$ cat src/rtl/div_pkg.sv
// Shared types and constants for the divided-clock monitor.
package div_pkg;
  typedef enum logic [1:0] {HUNT, CHECK, LOCKED} state_e;

  localparam int CNT_W   = 5;
  localparam int PHASE_W = 3;
  localparam logic [CNT_W-1:0] CNT_SAT = 5'd31;

  function automatic logic [CNT_W-1:0] sat_inc(input logic [CNT_W-1:0] v);
    return (v == CNT_SAT) ? CNT_SAT : v + 1'b1;
  endfunction
endpackage

$ cat src/rtl/sync_bit.sv
// Multi-flop synchronizer for a single asynchronous bit, synchronous reset to 0.
module sync_bit #(
  parameter int STAGES = 2
) (
  input  logic clk_i,
  input  logic rst_i,
  input  logic d_i,
  output logic q_o
);
  logic [STAGES-1:0] s_q;

  always_ff @(posedge clk_i) begin
    if (rst_i) s_q <= '0;
    else       s_q <= {s_q[STAGES-2:0], d_i};
  end

  assign q_o = s_q[STAGES-1];
endmodule

$ cat src/rtl/div_clk_monitor.sv
// Samples a divided clock in the fast domain: rise strobe, phase flywheel,
// period measurement and lock tracking against the expected ratio.
module div_clk_monitor
  import div_pkg::*;
#(
  parameter int DIV_VAL     = 4,
  parameter int SYNC_STAGES = 2,
  parameter int LOCK_CNT    = 8
) (
  input  logic               in_clk,
  input  logic               in_rst,
  input  logic               div_clk_in,
  output logic               out_strobe,
  output logic [PHASE_W-1:0] out_phase,
  output logic [CNT_W-1:0]   out_period,
  output logic               out_lock,
  output logic               out_err
);
  localparam logic [CNT_W-1:0]   DIV_C   = CNT_W'(DIV_VAL);
  localparam logic [CNT_W-1:0]   TOUT_M1 = CNT_W'(2 * DIV_VAL - 1);
  localparam logic [PHASE_W-1:0] PH_MAX  = PHASE_W'(DIV_VAL - 1);
  localparam logic [3:0]         LOCK_C  = 4'(LOCK_CNT);

  logic               s_last;
  logic               prev_q, strobe_q, err_q, err_d;
  logic [CNT_W-1:0]   cnt_q, cnt_d, period_q, period_d, meas;
  logic [PHASE_W-1:0] phase_q, phase_d;
  logic [3:0]         good_q, good_d, good_inc;
  state_e             state_q, state_d;
  logic               rise, timeout;

  sync_bit #(.STAGES(SYNC_STAGES)) u_sync (
    .clk_i (in_clk),
    .rst_i (in_rst),
    .d_i   (div_clk_in),
    .q_o   (s_last)
  );

  assign rise     = s_last & ~prev_q;
  assign meas     = sat_inc(cnt_q);
  assign good_inc = good_q + 4'd1;
  // The cycle that would bring cnt to 2*DIV_VAL; a coincident rise takes precedence.
  assign timeout  = (cnt_q == TOUT_M1) && !rise;

  always_comb begin
    cnt_d    = rise ? '0 : meas;
    period_d = rise ? meas : period_q;
    if (rise || phase_q == PH_MAX) phase_d = '0;
    else                           phase_d = phase_q + 1'b1;
  end

  always_comb begin
    state_d = state_q;
    good_d  = good_q;
    err_d   = 1'b0;
    case (state_q)
      HUNT: begin
        if (rise) begin
          state_d = CHECK;
          good_d  = '0;
        end
      end
      CHECK: begin
        if (rise) begin
          if (meas == DIV_C) begin
            good_d = good_inc;
            if (good_inc == LOCK_C) state_d = LOCKED;
          end else begin
            good_d = '0;
          end
        end else if (timeout) begin
          state_d = HUNT;
        end
      end
      LOCKED: begin
        if (rise) begin
          if (meas != DIV_C) begin
            err_d   = 1'b1;
            state_d = CHECK;
            good_d  = '0;
          end
        end else if (timeout) begin
          err_d   = 1'b1;
          state_d = HUNT;
        end
      end
      default: state_d = HUNT;
    endcase
  end

  always_ff @(posedge in_clk) begin
    if (in_rst) begin
      prev_q   <= 1'b0;
      strobe_q <= 1'b0;
      cnt_q    <= '0;
      period_q <= '0;
      phase_q  <= '0;
      good_q   <= '0;
      err_q    <= 1'b0;
      state_q  <= HUNT;
    end else begin
      prev_q   <= s_last;
      strobe_q <= rise;
      cnt_q    <= cnt_d;
      period_q <= period_d;
      phase_q  <= phase_d;
      good_q   <= good_d;
      err_q    <= err_d;
      state_q  <= state_d;
    end
  end

  assign out_strobe = strobe_q;
  assign out_phase  = phase_q;
  assign out_period = period_q;
  assign out_lock   = (state_q == LOCKED);
  assign out_err    = err_q;
endmodule

$ cat config.mk
export PLATFORM = sky130hd
export DESIGN_NAME = div_clk_monitor
export DESIGN_NICKNAME = d
export VERILOG_FILES = /design/src/rtl/div_pkg.sv /design/src/rtl/sync_bit.sv /design/src/rtl/div_clk_monitor.sv
export SDC_FILE = /design/constraint.sdc
export NUM_CORES = 1
export LEC_CHECK = 0
export CAP_MARGIN = 20
export CORE_MARGIN = 10
export CORE_UTILIZATION = 30
export DETAILED_ROUTE_END_ITERATION = 10
export PLACE_DENSITY = 0.5
export SLEW_MARGIN = 25
export SYNTH_ARGS = -nofsm -noshare
export SYNTH_HDL_FRONTEND = slang
export SYNTH_HIERARCHICAL = 1
export SYNTH_SLANG_ARGS = --single-unit
$ cat constraint.sdc
create_clock -name in_clk -period 4.9 [get_ports in_clk]
set_clock_uncertainty 0.1 [all_clocks]
set_input_delay 0.98 -clock in_clk [delete_from_list [all_inputs] [get_ports in_clk]]
set_output_delay 0.98 -clock in_clk [all_outputs]
set_load 0.05 [all_outputs]
# ---- Word level (Yosys, flattened, before mapping)
# Index checks and enable logic that the tools add are counted.
# W data, S select, Z words.
dict set report word_totals {
  ff_bits 24
  in_bits 3
  output_inout_bits 11
  word_cells 58
}
dict set report op_classes {
  add_sub_neg 3
  eq_ne 15
  mux 18
  bitwise 3
  reduce_logical 10
}
# op count
set op_table {}
lappend op_table {{$mux W4} 5}
lappend op_table {{$mux W2} 7}
lappend op_table {{$pmux W4 S3} 1}
lappend op_table {{$eq A5 B3 Y1 const B} 2}
lappend op_table {{$ne A3 B3 Y1 const B} 2}
lappend op_table {{$pmux W2 S3} 1}
lappend op_table {{$reduce_or A2 Y1} 3}
lappend op_table {{$add A5 B1 Y5 const B} 1}
lappend op_table {{$eq A5 B5 Y1 const B} 1}
lappend op_table {{$mux W5} 1}
lappend op_table {{$ne A5 B3 Y1 const B} 1}
lappend op_table {{$reduce_and A5 Y1} 1}
lappend op_table {{$add A4 B1 Y4 const B} 1}
lappend op_table {{$eq A4 B4 Y1 const B} 1}
lappend op_table {{$ne A2 B1 Y1 const B} 2}
lappend op_table {{$ne A2 B2 Y1 const B} 2}
lappend op_table {{$reduce_and A4 Y1} 1}
lappend op_table {{$add A3 B1 Y3 const B} 1}
lappend op_table {{$eq A3 B2 Y1 const B} 1}
lappend op_table {{$mux W1} 3}
lappend op_table {{$ne A3 B2 Y1 const B} 1}
lappend op_table {{$reduce_bool A3 Y1} 1}
lappend op_table {{$eq A2 B1 Y1 const B} 1}
lappend op_table {{$eq A2 B2 Y1 const B} 1}
lappend op_table {{other kinds (6)} 7}

# ---- Depth between registers and ports, before layout
# Gate-level depths: netlist of the first run.
dict set report logic_depth {
  depth_word 7
  depth_mapped 5
  depth_no_buf 5
}

# ---- By module
# The synthesis of the first run kept the hierarchy.
# module n_inst cells_per_inst area_each_um2 seq_area_each_um2
set modules_own_cells {}
lappend modules_own_cells {div_clk_monitor 1 105 962.2 440.4}
lappend modules_own_cells {sync_bit 1 4 52.6 40.0}

# ---- Worst setup path after synthesis of the first run
# OpenSTA, ideal clock, no wires.
dict set report synth_timing {
  path_type {flip-flop to output port}
  from {register state_q[1]}
  to {output port out_lock}
  arrival_ps 1182
  required_ps 3820
  setup_slack_ps 2638
  path_stages_with_launch 2
  path_buffers 0
  path_cell_list {dfxtp_1 nor2b_1}
}
dict set report synth_between {
  elab_chain_cells 1
}
# item line
set synth_lines {}
lappend synth_lines {{start, declared} div_clk_monitor.sv:29} ;# state_e state_q, state_d;
lappend synth_lines {{start signal, assigned} div_clk_monitor.sv:109} ;# state_q <= state_d;
lappend synth_lines {{$eq A2 B2 Y1} div_clk_monitor.sv:116} ;# assign out_lock = (state_q == LOCKED);
lappend synth_lines {{end, declared} div_clk_monitor.sv:16} ;# output logic out_lock,
# Every way passes these cells.

# ---- Worst setup path after layout of the first run
# Same ends and word-level chain as after synthesis.

==> run_results.csv, run 1 <==
group,metric,value,unit
die,core.rowCount,21,
grt,grt_pass1_vias,790,
pwr,p_leak,0.000422,uW
setup_path,r2r-start,"cnt_q[0]",
setup_path,r2r_slack,3070,ps
yosys,ys_types,35,
pwr,powerDensity,285,nW/um2
place,place.gp.congestion,0.733,
cts,cts_setup_buffers,0,
yosys,synth_top_area_share,47.3,%
final_layout,drive_gt1_share,5.79,%
die,pin_count,14,
timing,period_needed,2940,ps
route,via_count,821,
grt,grt_use_met3,3.76,%
die,die_h,78.2,um
cts,worst_skew_pair.late_latency,310,ps
grt,global_route.usage.met2,10.2,%
place,place_hpwl,1.52,mm
yosys,synthFlopType,"dfxtp_1",
cts,tritoncts,"built",
grt,antenna_found_initial,0,
timing,hold_viol_final,0,
cts,cts.root.buffer_cell,"clkbuf_4",
cts,clockBufferDepth,2,
setup_path,cp-endpoint,"out_lock",
cts,cts_sinks,24,
final_layout,area_growth_syn_to_layout,19.0,%
status,status,"finished, final reports clean",
setup_path,worst_setup_path_start_kind,"flip-flop",
yosys,async_flop_share,0,%
setup_path,critPathMaxStageDelay,840,ps
setup_path,rr_worst_depth,5,
grt,grt_util_all_layers,7.09,%
route,drtPass1Iterations,4,
cts,clkTransAtPathRegs,130,ps
yosys,synthCells,109,
setup_path,crit_slowest_cell,"clkdlybuf4s50_1",
route,drt-initial-drc-count,60,
timing,fin_crit_sh,60.0,%
timing,fin_setup_tns,0,ps
yosys,synth_edf_count,0,
die,initial_utilization,30.7,%
setup_path,cp-end-kind,"output port",
yosys,yosys_warnings,6,
pwr,ir_drop,0.000111,V
grt,grt_max_degree,13,
job,maxCapViolations,0,
setup_path,critical_path.startpoint,"state_q[1]",
cts,cts-buffers-inserted,3,
timing,max-slew-margin-rel,51.6,%
grt,grt.overflow.total,0,
timing,rsz0062_at_grt,"no",
grt,busiest_layer,"met2",
setup_path,worstSetupPathType,"reg -> out",
setup_path,cp.required,3820,ps
die,die-area,6110,um2
setup_path,crit_arrival,1860,ps
cts,htree_num_levels,1,
setup_path,path_cells,"nor2b_1 > clkdlybuf4s50_1",
grt,gr-usage-met1,8.71,%
yosys,synth.most_common_cell,"dfxtp_1",
route,final_antenna_net_count,0,
yosys,ys_top_cells_by_count,"dfxtp_1, nor2_1, nand2_1, inv_1, nor2b_1",
timing,slew_viol_final,0,
final_layout,layout.nets,130,
yosys,synth_nets,116,
cts,ctsResizeCount,0,
timing,worst_slew_pin_slew,724,ps
route,drcViolationCount,0,
route,routed_wl,2.06,mm
yosys,yosys.area.top_type,"dfxtp_1",
worst_hold_path,holdCritPathClass,"reg -> reg",
timing,setup_viol,0,
yosys,ys_ff_latch,24,
yosys,ys_seq_area_share,47.3,%
final_layout,fill_cells,369,
setup_path,r2r-end,"state_q[0]",
cts,cts_hold_buf,0,
pwr,p_total,344,uW
yosys,synth_area_leaders,"dfxtp_1, ha_1, nor2_1",
yosys,syn_area,1010,um2
timing,fmax,340,MHz
route,vias_per_cell,4.92,
setup_path,crit_fanout,7,
die,fp.coreArea,3310,um2
grt,grt_pass1_wl,3.61,mm
final_layout,diodes,0,
route,avgRoutedWirePerCell,12.4,um
place,port_buffers,13,
die,die_x,78.2,um
yosys,avgSynthCellArea,9.31,um2
-- cells in the final DEF (no fill, tap or decap), drive strengths merged, types with 4 or more instances in the layout --
| cell type | instances |
|---|---|
| nor2b | 6 |
| a211oi | 4 |
| clkdlybuf4s50 | 13 |
| dfxtp | 24 |
| nand2 | 8 |
| a21oi | 5 |
| inv | 6 |
| ha | 4 |
| nor2 | 13 |
-- worst min path at each step --
stage               cells after the start           from             to  slack, ps
floorplan                               1  u_sync/s_q[0]  u_sync/s_q[1]        310
global placement                        1  u_sync/s_q[0]  u_sync/s_q[1]        330
detailed placement                      1  u_sync/s_q[0]  u_sync/s_q[1]        330
CTS                                     1  u_sync/s_q[0]  u_sync/s_q[1]        360
global route                            1  u_sync/s_q[0]  u_sync/s_q[1]        380
finish                                  1  u_sync/s_q[0]  u_sync/s_q[1]        360
-- per-layer routing --
| layer | vias to the layer above | part of all wire (%) |
|---|---|---|
| met1 | 391 | 48 |
| met4 | 0 | 0.92 |
| met3 | 2 | 8.1 |
| met5 | - | 0 |
| li1 | 414 | - |
| met2 | 14 | 43 |
-- worst max-delay path, delay by kind of cell (launching register included) --
family,cells,cell delay [ps]
and+or+nand+nor,1,240
buffers and inverters,1,840
DFF,1,480
-- final cells by class --
type / instances / area [um2] / area share (%)
Multi-Input combinational cell: 75 / 494 / 40.9
Sequential cell: 24 / 480 / 39.8
Timing Repair Buffer: 13 / 130 / 10.8
Tap cell: 46 / 57.6 / 4.77
Clock buffer: 3 / 22.5 / 1.87
Inverter: 6 / 22.5 / 1.87
-- per-stage QoR --
stage / instance area [um2] / utilization [%] / hold WS (ps) / setup slack (ps) / cells
after global routing: 1210 / 36.5 / 382 / 1860 / 167
after detailed placement: 1180 / 35.8 / 329 / 2310 / 164
after global placement: 1180 / 35.8 / 325 / 2310 / 164
final: 1210 / 36.5 / 359 / 1960 / 167
after floorplan: 1010 / - / 314 / 2640 / 109
after CTS: 1210 / 36.5 / 363 / 1940 / 167
-- logic make-up after synthesis --
| family | count (synthesis) | synth area share, % |
|---|---|---|
| and+or+nand+nor | 42 | 21.9 |
| AOI/OAI and AO/OA | 25 | 18.3 |
| DFF | 24 | 47.3 |
| buffers and inverters | 10 | 3.95 |
| adders and majority gates | 4 | 4.93 |
| xor gates and xnor gates | 3 | 2.59 |
| muxes | 1 | 0.986 |
-- state kept, by name, indices dropped and copies added, names as in the netlist, 2 cells and up --
name and flops:
out_phase 3, out_period 5, good_q 4, cnt_q 5, state_q 2, u_sync/s_q 2
-- power by group --
part	switching (uW)	internal, uW	total (uW)
registers	5.99	203	209
logic	30.7	17.2	47.9
clock network	58.3	28.7	86.9
Note: power is estimated with default switching activity, not from simulation.
==> run 2, diff against run 1 <==
--- a/config.mk
+++ b/config.mk
@@ -9,7 +9,7 @@
 export CORE_MARGIN = 10
 export CORE_UTILIZATION = 30
 export DETAILED_ROUTE_END_ITERATION = 10
-export PLACE_DENSITY = 0.5
+export PLACE_DENSITY = 0.52
 export SLEW_MARGIN = 25
 export SYNTH_ARGS = -nofsm -noshare
 export SYNTH_HDL_FRONTEND = slang
==> constraint.sdc (replaced) <==
create_clock -name in_clk -period 2.55 [get_ports in_clk]
set_clock_uncertainty 0.1 [all_clocks]
set_input_delay 0.51 -clock in_clk [delete_from_list [all_inputs] [get_ports in_clk]]
set_output_delay 0.51 -clock in_clk [all_outputs]
set_load 0.05 [all_outputs]
==> run_results.csv, run 2 (synthesized netlist as in run 1, its figures left out) <==
group,metric,value,unit
final_layout,area_growth_syn_to_layout,23.4,%
route,avgRoutedWirePerCell,12.0,um
grt,grt_max_degree,15,
setup_path,rr_worst_depth,5,
route,routed_wl,2.04,mm
die,initial_utilization,30.7,%
timing,fmax,414,MHz
pwr,p_total,767,uW
setup_path,worst_setup_path_start_kind,"flip-flop",
cts,clockBufferDepth,2,
setup_path,r2r-start,"cnt_q[0]",
timing,setup_viol,0,
final_layout,final_cells,170,
grt,antenna_found_initial,0,
cts,htree_num_levels,1,
final_layout,layout.nets,132,
job,maxCapViolations,0,
timing,fin_crit_sh,94.7,%
worst_hold_path,holdCritPathClass,"reg -> reg",
setup_path,path_cells,"nor2b_1 > clkdlybuf4s50_1",
die,die_x,78.2,um
setup_path,crit_fanout,7,
die,pin_count,14,
setup_path,critPathMaxStageDelay,830,ps
die,fp.coreArea,3310,um2
timing,hold_viol_final,0,
timing,fin_setup_tns,0,ps
place,place_hpwl,1.57,mm
timing,worst_slew_pin_slew,522,ps
final_layout,mostFrequentLayoutCell,"dfxtp_1",
cts,cts_hold_buf,0,
setup_path,crit_arrival,1810,ps
setup_path,critical_path.startpoint,"state_q[1]",
die,die_h,78.2,um
setup_path,r2r-end,"good_q[0]",
setup_path,r2r_slack,700,ps
final_layout,drive_gt1_share,8.06,%
route,drt-initial-drc-count,65,
setup_path,cp-end-kind,"output port",
route,via_count,808,
setup_path,path_depth,2,
final_layout,diodes,0,
cts,cts.root.buffer_cell,"clkbuf_4",
setup_path,worstSetupPathType,"reg -> out",
route,final_antenna_net_count,0,
cts,clkTransAtPathRegs,120,ps
grt,grt_util_all_layers,6.73,%
cts,ctsResizeCount,0,
setup_path,crit_slowest_cell,"clkdlybuf4s50_1",
route,drtPass1Iterations,4,
timing,rsz0062_at_grt,"no",
grt,grt_pass1_vias,729,
cts,tritoncts,"built",
place,place_inst,166,
route,drcViolationCount,0,
grt,grt.overflow.total,0,
cts,cts_setup_buffers,0,
pwr,powerDensity,612,nW/um2
pwr,p_leak,0.000446,uW
cts,cts_sinks,24,
route,vias_per_cell,4.75,
timing,slew_viol_final,0,
timing,holdWs,362,ps
place,port_buffers,13,
final_layout,layout_common_cells,"dfxtp_1, nor2_1, clkdlybuf4s50_1",
setup_path,cp_top_family,"buffers and inverters",
place,place.gp.congestion,0.735,
setup_path,cp-endpoint,"out_lock",
die,die-area,6110,um2
grt,grt_pass1_wl,3.35,mm
die,core.rowCount,21,
status,status,"finished, final reports clean",
cts,worst_skew_pair.late_latency,310,ps
cts,cts-buffers-inserted,3,
pwr,ir_drop,0.000273,V
setup_path,critPathBufInv,1,
setup_path,cp.required,1940,ps
timing,max-slew-margin-rel,65.1,%
timing,period_needed,2420,ps
final_layout,fin_util,37.8,%
-- run 2: changes by cell type in the layout (fill, tap and decap cells not counted) --
cell       change
bufinv_16      +1
buf_4          +2
-- run 2: worst min-delay path by stage --
stage | end | from | depth (start not counted) | slack (ps)
detailed placement | u_sync/s_q[1] | u_sync/s_q[0] | 1 | 330
global route | u_sync/s_q[1] | u_sync/s_q[0] | 1 | 360
global placement | u_sync/s_q[1] | u_sync/s_q[0] | 1 | 320
finish | u_sync/s_q[1] | u_sync/s_q[0] | 1 | 360
floorplan | u_sync/s_q[1] | u_sync/s_q[0] | 1 | 310
CTS | u_sync/s_q[1] | u_sync/s_q[0] | 1 | 360
-- run 2: metal layers --
layer	vias to the layer above	GRT usage, %	share of wire (%)
li1	422	-	-
met1	365	8.15	48
met2	19	9.62	43
met3	2	3.42	7.8
met4	0	3.23	0.98
met5	-	0	0
-- run 2: final cells by class --
cell class | instances | area (um2)
Fill cell | 371 | 2060
Multi-Input combinational cell | 75 | 494
Sequential cell | 24 | 480
Timing Repair Buffer | 15 | 145
Tap cell | 46 | 57.6
Clock inverter | 1 | 30.0
Clock buffer | 3 | 22.5
Inverter | 6 | 22.5
-- run 2: per-stage QoR --
stage | cell area, um2 | worst slack [ps]
CTS | 1250 | 117
global placement | 1200 | 506
floorplan | 1010 | 758
detailed placement | 1200 | 473
global route | 1250 | 21.7
finish | 1250 | 135
-- run 2: power by group --
part           switching, uW  internal [uW]  leakage [uW]
Clock                    112            159     0.0000279
Combinational           60.2           34.9      0.000223
Sequential              11.6            390      0.000196
Total                    183            584      0.000446
==> run 3, diff against run 2 <==
--- a/config.mk
+++ b/config.mk
@@ -10,8 +10,10 @@
 export CORE_UTILIZATION = 30
 export DETAILED_ROUTE_END_ITERATION = 10
 export PLACE_DENSITY = 0.52
+export REMOVE_ABC_BUFFERS = 1
 export SLEW_MARGIN = 25
 export SYNTH_ARGS = -nofsm -noshare
 export SYNTH_HDL_FRONTEND = slang
 export SYNTH_HIERARCHICAL = 1
 export SYNTH_SLANG_ARGS = --single-unit
+export TNS_END_PERCENT = 20
==> run_results.csv, run 3 (synthesized netlist as in run 1, its figures left out) <==
group,metric,value,unit
status,status,"finished, final reports clean",
grt,grt_util_all_layers,6.80,%
cts,cts.root.buffer_cell,"clkbuf_4",
timing,hold_viol_final,0,
final_layout,layout_common_cells,"dfxtp_1, nor2_1, clkdlybuf4s50_1",
setup_path,critPathBufInv,1,
cts,tritoncts,"built",
timing,period_needed,2420,ps
worst_hold_path,holdCritPathClass,"reg -> reg",
final_layout,area_growth_syn_to_layout,23.4,%
grt,grt.overflow.total,0,
setup_path,crit_arrival,1810,ps
cts,ctsResizeCount,0,
timing,fin_ws,133,ps
timing,fmax,414,MHz
route,via_count,809,
route,final_antenna_net_count,0,
cts,cts-buffers-inserted,3,
place,place_ws,484,ps
timing,max-slew-margin-rel,62.3,%
route,avgRoutedWirePerCell,12.2,um
setup_path,cp.required,1940,ps
place,place_hpwl,1.56,mm
grt,grt_pass1_wl,3.43,mm
pwr,p_total,772,uW
die,pin_count,14,
final_layout,drive_gt1_share,8.06,%
timing,worst_slew_pin_slew,564,ps
cts,cts_hold_buf,0,
grt,antenna_found_initial,0,
route,drtPass1Iterations,4,
pwr,powerDensity,616,nW/um2
job,maxCapViolations,0,
die,core.rowCount,21,
place,place.gp.congestion,0.780,
route,vias_per_cell,4.76,
setup_path,crit_slowest_cell,"clkdlybuf4s50_1",
place,port_buffers,13,
pwr,p_leak,0.000446,uW
cts,htree_num_levels,1,
final_layout,layout.nets,132,
cts,worst_skew_pair.late_latency,320,ps
grt,grt_pass1_vias,738,
final_layout,final_cells,170,
setup_path,worst_setup_path_start_kind,"flip-flop",
die,die_h,78.2,um
setup_path,cp_top_family,"buffers and inverters",
grt,grt_max_degree,15,
final_layout,diodes,0,
route,drt-initial-drc-count,22,
final_layout,mostFrequentLayoutCell,"dfxtp_1",
cts,cts_sinks,24,
die,die_x,78.2,um
setup_path,cp-end-kind,"output port",
setup_path,crit_fanout,7,
setup_path,path_cells,"nor2b_1 > clkdlybuf4s50_1",
final_layout,fill_cells,365,
setup_path,worstSetupPathType,"reg -> out",
final_layout,fin_util,37.8,%
cts,clockBufferDepth,2,
setup_path,critPathMaxStageDelay,820,ps
place,place_inst,166,
timing,fin_crit_sh,94.8,%
timing,setup_viol,0,
pwr,ir_drop,0.000184,V
timing,fin_setup_tns,0,ps
cts,clkTransAtPathRegs,140,ps
die,initial_utilization,30.7,%
die,fp.coreArea,3310,um2
route,drcViolationCount,0,
route,routed_wl,2.08,mm
timing,rsz0062_at_grt,"no",
timing,slew_viol_final,0,
die,die-area,6110,um2
cts,cts_setup_buffers,0,
==> run 3: layout make-up <==
cell class                 count  area (um2)  share of cell area [%]
multi-input combinational     75         494                    39.5
timing repair buffer          15         145                    11.6
clock inverter                 1        30.0                    2.40
inverter                       6        22.5                    1.80
clock buffer                   3        22.5                    1.80
sequential                    24         480                    38.4
tap                           46        57.6                    4.60
==> run 3: power by group <==
part	internal [uW]	switching [uW]
Combinational	35.0	60.0
Sequential	390	11.5
Clock	159	116
Total	584	188
==> run 3: metal layers <==
| layer | vias to the layer above | global-route usage (%) | wire length (um) |
|---|---|---|---|
| li1 | 419 | - | - |
| met1 | 374 | 8.47 | 1050 |
| met2 | 14 | 9.95 | 892 |
| met3 | 2 | 2.73 | 122 |
| met4 | 0 | 3.23 | 20 |
| met5 | - | 0 | 0 |
==> run 3: per-stage QoR <==
| stage | area, um2 | hold WS, ps |
|---|---|---|
| floorplan | 997 | 314 |
| global placement | 1200 | 320 |
| detailed placement | 1200 | 331 |
| CTS | 1250 | 360 |
| global route | 1250 | 371 |
| finish | 1250 | 356 |
==> run 3: final timing paths <==
kind	startpoint	to	slack, ps	cells after the start
min	u_sync/s_q[0]	u_sync/s_q[1]	360	1
max	state_q[1]	out_lock	130	2
min reg2reg	u_sync/s_q[0]	u_sync/s_q[1]	360	1
max reg2reg	cnt_q[0]	good_q[0]	700	5
